<file path="src/rtl/hs_pkg.sv">
// Shared definitions for the valid/ready handshake blocks: default beat width
// and pointer-comparison helpers used by register slices and FIFOs.
package hs_pkg;

    localparam int HS_WIDTH = 8;

    // Pointers carry one extra wrap bit above the index. Callers zero-extend
    // them to 32 bits and pass the index width.
    function automatic logic is_full(input logic [31:0] wr_ptr,
                                     input logic [31:0] rd_ptr,
                                     input int          aw);
        return (wr_ptr ^ rd_ptr) == (32'd1 << aw);
    endfunction

    function automatic logic is_empty(input logic [31:0] wr_ptr,
                                      input logic [31:0] rd_ptr);
        return wr_ptr == rd_ptr;
    endfunction

endpackage

</file>
<file path="src/rtl/hs_fifo_mem.sv">
// Simple dual-port register array: synchronous write, asynchronous read.
// Contents are intentionally not reset.
module hs_fifo_mem
    import hs_pkg::*;
#(
    parameter int WIDTH = HS_WIDTH,
    parameter int DEPTH = 4,
    parameter int AW    = $clog2(DEPTH)
) (
    input  logic             clk,
    input  logic             we,
    input  logic [AW-1:0]    waddr,
    input  logic [WIDTH-1:0] wdata,
    input  logic [AW-1:0]    raddr,
    output logic [WIDTH-1:0] rdata
);

    logic [WIDTH-1:0] mem_q [DEPTH];

    always_ff @(posedge clk) begin
        if (we) begin
            mem_q[waddr] <= wdata;
        end
    end

    assign rdata = mem_q[raddr];

endmodule

</file>
<file path="src/rtl/hs_sync_fifo.sv">
// First-word-fall-through valid/ready FIFO placed after a register slice.
// Occupancy and flags are derived from wrap-bit pointers.
module hs_sync_fifo
    import hs_pkg::*;
#(
    parameter  int WIDTH = HS_WIDTH,
    parameter  int DEPTH = 4,
    localparam int AW    = $clog2(DEPTH)
) (
    input  logic             clk,
    input  logic             rst_n,
    input  logic             m_valid,
    input  logic [WIDTH-1:0] m_data,
    output logic             m_ready,
    output logic             s_valid,
    output logic [WIDTH-1:0] s_data,
    input  logic             s_ready,
    output logic [AW:0]      count,
    output logic             full,
    output logic             empty
);

    logic [AW:0] wr_ptr_q, wr_ptr_d;
    logic [AW:0] rd_ptr_q, rd_ptr_d;
    logic        rdy_en_q, rdy_en_d;
    logic        push, pop;

    assign full    = is_full(32'(wr_ptr_q), 32'(rd_ptr_q), AW);
    assign empty   = is_empty(32'(wr_ptr_q), 32'(rd_ptr_q));
    assign count   = wr_ptr_q - rd_ptr_q;

    // rdy_en_q keeps m_ready low while reset is held and for no longer.
    assign m_ready = rdy_en_q & ~full;
    assign s_valid = ~empty;
    assign push    = m_valid & m_ready;
    assign pop     = s_valid & s_ready;

    always_comb begin
        wr_ptr_d = wr_ptr_q;
        rd_ptr_d = rd_ptr_q;
        rdy_en_d = 1'b1;
        if (push) begin
            wr_ptr_d = wr_ptr_q + {{AW{1'b0}}, 1'b1};
        end
        if (pop) begin
            rd_ptr_d = rd_ptr_q + {{AW{1'b0}}, 1'b1};
        end
    end

    always_ff @(posedge clk or negedge rst_n) begin
        if (!rst_n) begin
            wr_ptr_q <= '0;
            rd_ptr_q <= '0;
            rdy_en_q <= 1'b0;
        end else begin
            wr_ptr_q <= wr_ptr_d;
            rd_ptr_q <= rd_ptr_d;
            rdy_en_q <= rdy_en_d;
        end
    end

    hs_fifo_mem #(
        .WIDTH (WIDTH),
        .DEPTH (DEPTH),
        .AW    (AW)
    ) u_mem (
        .clk   (clk),
        .we    (push),
        .waddr (wr_ptr_q[AW-1:0]),
        .wdata (m_data),
        .raddr (rd_ptr_q[AW-1:0]),
        .rdata (s_data)
    );

endmodule

</file>
<file path="config.mk">
export PLATFORM = sky130hd
export DESIGN_NAME = hs_sync_fifo
export DESIGN_NICKNAME = d
export VERILOG_FILES = /design/src/rtl/hs_pkg.sv /design/src/rtl/hs_fifo_mem.sv /design/src/rtl/hs_sync_fifo.sv
export SDC_FILE = /design/constraint.sdc
export NUM_CORES = 1
export LEC_CHECK = 0
export CAP_MARGIN = 40
export CORE_ASPECT_RATIO = 0.7
export CORE_MARGIN = 8
export CORE_UTILIZATION = 40
export CTS_CLUSTER_DIAMETER = 120
export CTS_CLUSTER_SIZE = 24
export DETAILED_ROUTE_END_ITERATION = 7
export GPL_ROUTABILITY_DRIVEN = 0
export GPL_TIMING_DRIVEN = 0
export SLEW_MARGIN = 10
export SYNTH_ARGS = -nofsm -noshare
export SYNTH_HDL_FRONTEND = slang
export SYNTH_HIERARCHICAL = 1
export SYNTH_SLANG_ARGS = --single-unit
</file>
<file path="constraint.sdc">
create_clock -name clk -period 4.43 [get_ports clk]
set_input_delay 0.443 -clock clk [delete_from_list [all_inputs] [get_ports clk]]
set_output_delay 0.443 -clock clk [all_outputs]
set_load 0.01 [all_outputs]
</file>
# After elaboration in Yosys (flattened, before gate mapping)
# Memory sizes are Yosys's and may differ from the RTL's.
# Cells that the tools add are included.
[totals]
out_inout_bits = 15
elab_cells = 17
inputBits = 12
reg_bits = 7
memories = 1
ramBits = 32
[mem_list]
columns = ["name", "words", "word_bits", "read_ports", "rd_ports_with_merged_regs", "wr", "line_no", "rtl"]
rows = [
  ["u_mem.mem_q", 4, 8, 1, 0, 1, "hs_fifo_mem.sv:18", "logic [WIDTH-1:0] mem_q [DEPTH];"],
]
[op_classes]
bitwise = 6
add_sub_neg = 3
eq_ne = 2
n_mux = 2
[ops]
columns = ["operator", "n"]
rows = [
  ["$add A3 B1 Y3 const B", 2],
  ["$and A1 B1 Y1", 3],
  ["$eq A3 B3 Y1", 1],
  ["$eq A3 B3 Y1 const B", 1],
  ["$sub A3 B3 Y3", 1],
  ["$xor A3 B3 Y3", 1],
  ["$mux W1", 2],
  ["$not A1 Y1", 2],
]

# Logic depth before layout (Yosys ltp)
[logic_depth]
word_depth = 7
mapped_depth = 5
depth_no_buf = 5

# Cells and area by module
# The synthesis kept the hierarchy.
[modules_own_cells]
columns = ["mod", "n_inst", "seq_area_each_um2", "area_per_inst_um2", "cells_each"]
rows = [
  ["hs_fifo_mem", 1, 960.9, 1188.6, 46],
  ["hs_sync_fifo", 1, 175.2, 426.7, 43],
]

# Worst setup path before layout
# OpenSTA, ideal clock, no wires.
[synth_timing]
kind = "register to register"
from = "reg wr_ptr_q[0]"
to = "mem u_mem/mem_q[0][0] (netlist name), enable pin"
required_ns = 4.045
period_less_slack_ns = 2.341
setup_time_ns = 0.385
stages_incl_launch_ff = 6
arrival_time_ns = 1.956
path_buffers = 0
setup_slack_ns = 2.089
cell_sequence = "dfrtp_1 -> inv_1 -> ha_1 -> and2_1 -> a21oi_1 -> nor3b_1"
[synth_via]
elab_chain_cells = 7
[synth_rtl]
columns = ["item", "line_no", "rtl"]
rows = [
  ["start: declaration", "hs_sync_fifo.sv:23", "logic [AW:0] wr_ptr_q, wr_ptr_d;"],
  ["start signal: assignment", "hs_sync_fifo.sv:56", "wr_ptr_q <= wr_ptr_d;"],
  ["$xor A3 B3 Y3", "hs_pkg.sv:12", "return (wr_ptr ^ rd_ptr) == (32'd1 << aw);"],
  ["$eq A3 B3 Y1", "hs_pkg.sv:12", ""],
  ["$not A1 Y1", "hs_sync_fifo.sv:33", "assign m_ready = rdy_en_q & ~full;"],
  ["$and A1 B1 Y1", "hs_sync_fifo.sv:33", ""],
  ["$and A1 B1 Y1", "hs_sync_fifo.sv:35", "assign push = m_valid & m_ready;"],
  ["via push", "hs_sync_fifo.sv:26", "logic push, pop;"],
  ["$mux W1", "hs_fifo_mem.sv:21", "if (we) begin"],
  ["$mux W1 (not written as such)", "hs_fifo_mem.sv:22", "mem_q[waddr] <= wdata;"],
  ["end: declaration", "hs_fifo_mem.sv:18", ""],
]
# The timed path passes the listed nets, and every way through them passes these cells.

# Worst setup path in the final report
[layout_timing]
from = "reg wr_ptr_q[0]"
to = "out count[2]"
[layout_via]
elab_chain_cells = 1
[layout_rtl]
columns = ["item", "line_no", "rtl"]
rows = [
  ["$sub A3 B3 Y3", "hs_sync_fifo.sv:30", "assign count = wr_ptr_q - rd_ptr_q;"],
  ["end: declaration", "hs_sync_fifo.sv:18", "output logic [AW:0] count,"],
]
# Every way passes these cells.

==> reports/results.txt <==
root buf cell - clkbuf_8
Residual DRC - 0
initial antenna violation count - 0
filler cell count - 339
syn avg cell area - 18.1 um^2
Core ar. - 0.00390 mm^2
worst slew pin tran - 0.722 ns
slew margin rel. - 51.7%
critical path capture point type - output port
Min-Delay Path Class - primary input to async pin
H-tree depth - 2
Crit Path Max Fanout - 6
largest net degree at the start of global routing - 13
min Tclk post-route - 2.57 ns
simple-gate share of the synthesized area - 4.65%
cell count after synthesis - 89
slowest CP cell - clkdlybuf4s50_1
IO Pins - 27
clock-pin slew on the worst setup and hold paths - 0.07 ns
GRT Total Usage - 9.38%
CTS Buf Count - 5
status - finished, final reports clean
Die Ht - 69.2 um
Yosys reg bits - 39
Synthesis Warnings - 6
Critical Path AT - 2.12 ns
final-report max-slew violation count - 0
ys async rst share - 17.9%
postcts setup bufs - 0
critical setup path kind - flip-flop to output port
drt wl/cell - 15.8 um
Post-DRT Antenna Nets - 0
largest family of logic cells by synthesized area - multiplexers
Starting Density - 41.4%
WP data required - 3.99 ns
I/O Buffers - 26
FF-to-FF End - u_mem/mem_q[0][5]$_DFFE_PP_
initial drt markers - 57
final WL - 2760 um
final period utilization - 57.9%
post-route insts no fill - 175
highest ir drop seen on vdd - 0.414 mV
Via Count - 817
total grt overflow - 0
maximum root-to-sink buffer count - 2
Peak Freq - 0.390 GHz
Antenna Diode Count - 0
vias in the first global route - 897
Clock Sinks - 39
final design utilization - 52.7%
mapped cell area - 0.00162 mm^2
vias per cell - 4.67
CP cell instances - inv_1, ha_1, fa_1, xnor2_1, clkdlybuf4s50_1
Power Density - 707 mW/mm^2
RSZ-0062 raised after global routing - no
final worst slack - 1.86 ns
Pre-antenna DRT Iters - 3
number of flops mapped to enable cells by yosys - 32
Synth Area in Compound Gates - 1.24%
global-route wire length before repair - 4530 um
register area share after synthesis - 70.3%
CTS Hold Bufs - 0
DP Worst Slack - 1.94 ns
clock skew - 0.00354 ns
R2R depth - 5
Layout Nets - 139
Multi-input gate area - 442 um^2
FF+latch area - 0.00114 mm^2
row cnt - 19
final setup fails - 0
clk_lat worst skew - 0.28 ns
setup_tns - 0 ns
Crit Reg-Reg Startpoint - wr_ptr_q[0]$_DFFE_PN0P_
LEAKAGE - 0.756 nW
Area growth, synth to finish - 27.1%
Resize count post-CTS - 0
CP max stage delay - 0.55 ns
share of layout cells above drive strength 1 - 17.1%
Top FF cell, synth - edfxtp_1
TritonCTS clock tree - done
dpl hpwl - 1950 um
Final Hold Fails - 0
max-cap violations - 0
Synthesized Nets - 106
synth unique cells - 23
die area - 0.00636 mm^2
placed cell count - 167
Die X - 92.0 um
post-synthesis xor/xnor area fraction - 2.71%
mux contribution to synthesized area - 13.9%
critical path startpoint category - flip-flop
Worst setup startpoint - wr_ptr_q[0]$_DFFE_PN0P_
setup slack, reg-to-reg - 1.97 ns
Synth Area in Adders - 4.34%
[cell type report]
type / instances / share of cell area, %
Timing Repair Buffer: 26 / 12.7
Buffer: 2 / 0.792
Clock inverter: 3 / 1.89
Inverter: 7 / 1.28
Clock buffer: 5 / 3.35
Multi-Input combinational cell: 41 / 21.5
Sequential cell: 39 / 55.3
Tap cell: 52 / 3.17
[stage by stage]
stage	hold slack (ns)	total power, mW	cell area [um^2]
2_1_floorplan	0.147	0.885	1620
3_3_place_gp	0.551	1.18	1940
3_5_place_dp	0.574	1.19	1950
4_1_cts	0.447	1.48	2050
5_1_grt	0.465	1.54	2050
6_report	0.437	1.45	2050
[report_power, final]
part           total [mW]  leakage, nW  internal (mW)  switching (mW)
Sequential          0.516        0.374          0.465          0.0514
Combinational       0.654        0.326          0.373           0.281
Clock               0.281       0.0556          0.165           0.116
[critical path, delay by kind of cell (launching register included)]
kind | cells | cell delay (ns)
fa+ha+maj | 2 | 0.61
xor+xnor | 1 | 0.17
flops | 1 | 0.42
buf+inv | 2 | 0.65
[cells in the final DEF, fill, tap and decap left out, types with 2 or more instances in the layout]
| cell | n |
|---|---|
| edfxtp_1 | 32 |
| clkdlybuf4s50_1 | 26 |
| mux4_2 | 8 |
| inv_1 | 7 |
| dfrtp_1 | 7 |
| nand2_1 | 6 |
| clkbuf_8 | 5 |
| xnor2_1 | 4 |
| ha_1 | 4 |
| o21ai_0 | 3 |
| mux2_2 | 3 |
| and3b_1 | 2 |
[per-layer routing]
metal / wire length [um] / vias to the layer above / track usage (%)
li1: - / 396 / -
met1: 1200 / 402 / 10.7
met2: 1350 / 15 / 15.1
met3: 187 / 4 / 4.43
met4: 30 / 0 / 3.20
met5: 0 / - / 0
[kinds of logic after synthesis]
logic type	count (synthesis)
AO/OA/AOI/OAI	4
multiplexers	12
XOR/XNOR	5
other	1
buffers and inverters	9
AND/OR/NAND/NOR	14
adder cells (fa/ha/maj)	5
flip-flops	39
[synth_stat cells, types with 2 or more instances]
cell type  instances  area (um^2)
and3b_1            2         17.5
xnor2_1            4         35.0
o21ai_0            3         15.0
mux2_2             3         33.8
nand2_1            6         22.5
edfxtp_1          32          961
ha_1               4         50.1
inv_1              7         26.3
mux4_2             8          180
dfrtp_1            7          175
[sequential cells by signal, indices dropped and copies added (netlist names)]
register and flops:
u_mem/mem_q 32, rdy_en_q 1, wr_ptr_q 3, rd_ptr_q 3
[how the worst max path moves through the flow]
stage | end | slack (ns) | cells past startpoint
floorplan | u_mem/mem_q[0][0]$_DFFE_PP_ | 2.09 | 5
global placement | u_mem/mem_q[0][3]$_DFFE_PP_ | 1.52 | 5
detailed placement | u_mem/mem_q[0][3]$_DFFE_PP_ | 1.94 | 5
CTS | count[2] | 1.84 | 5
global route | count[2] | 1.73 | 5
finish | count[2] | 1.86 | 5
Power figures use the tool's default switching activity.
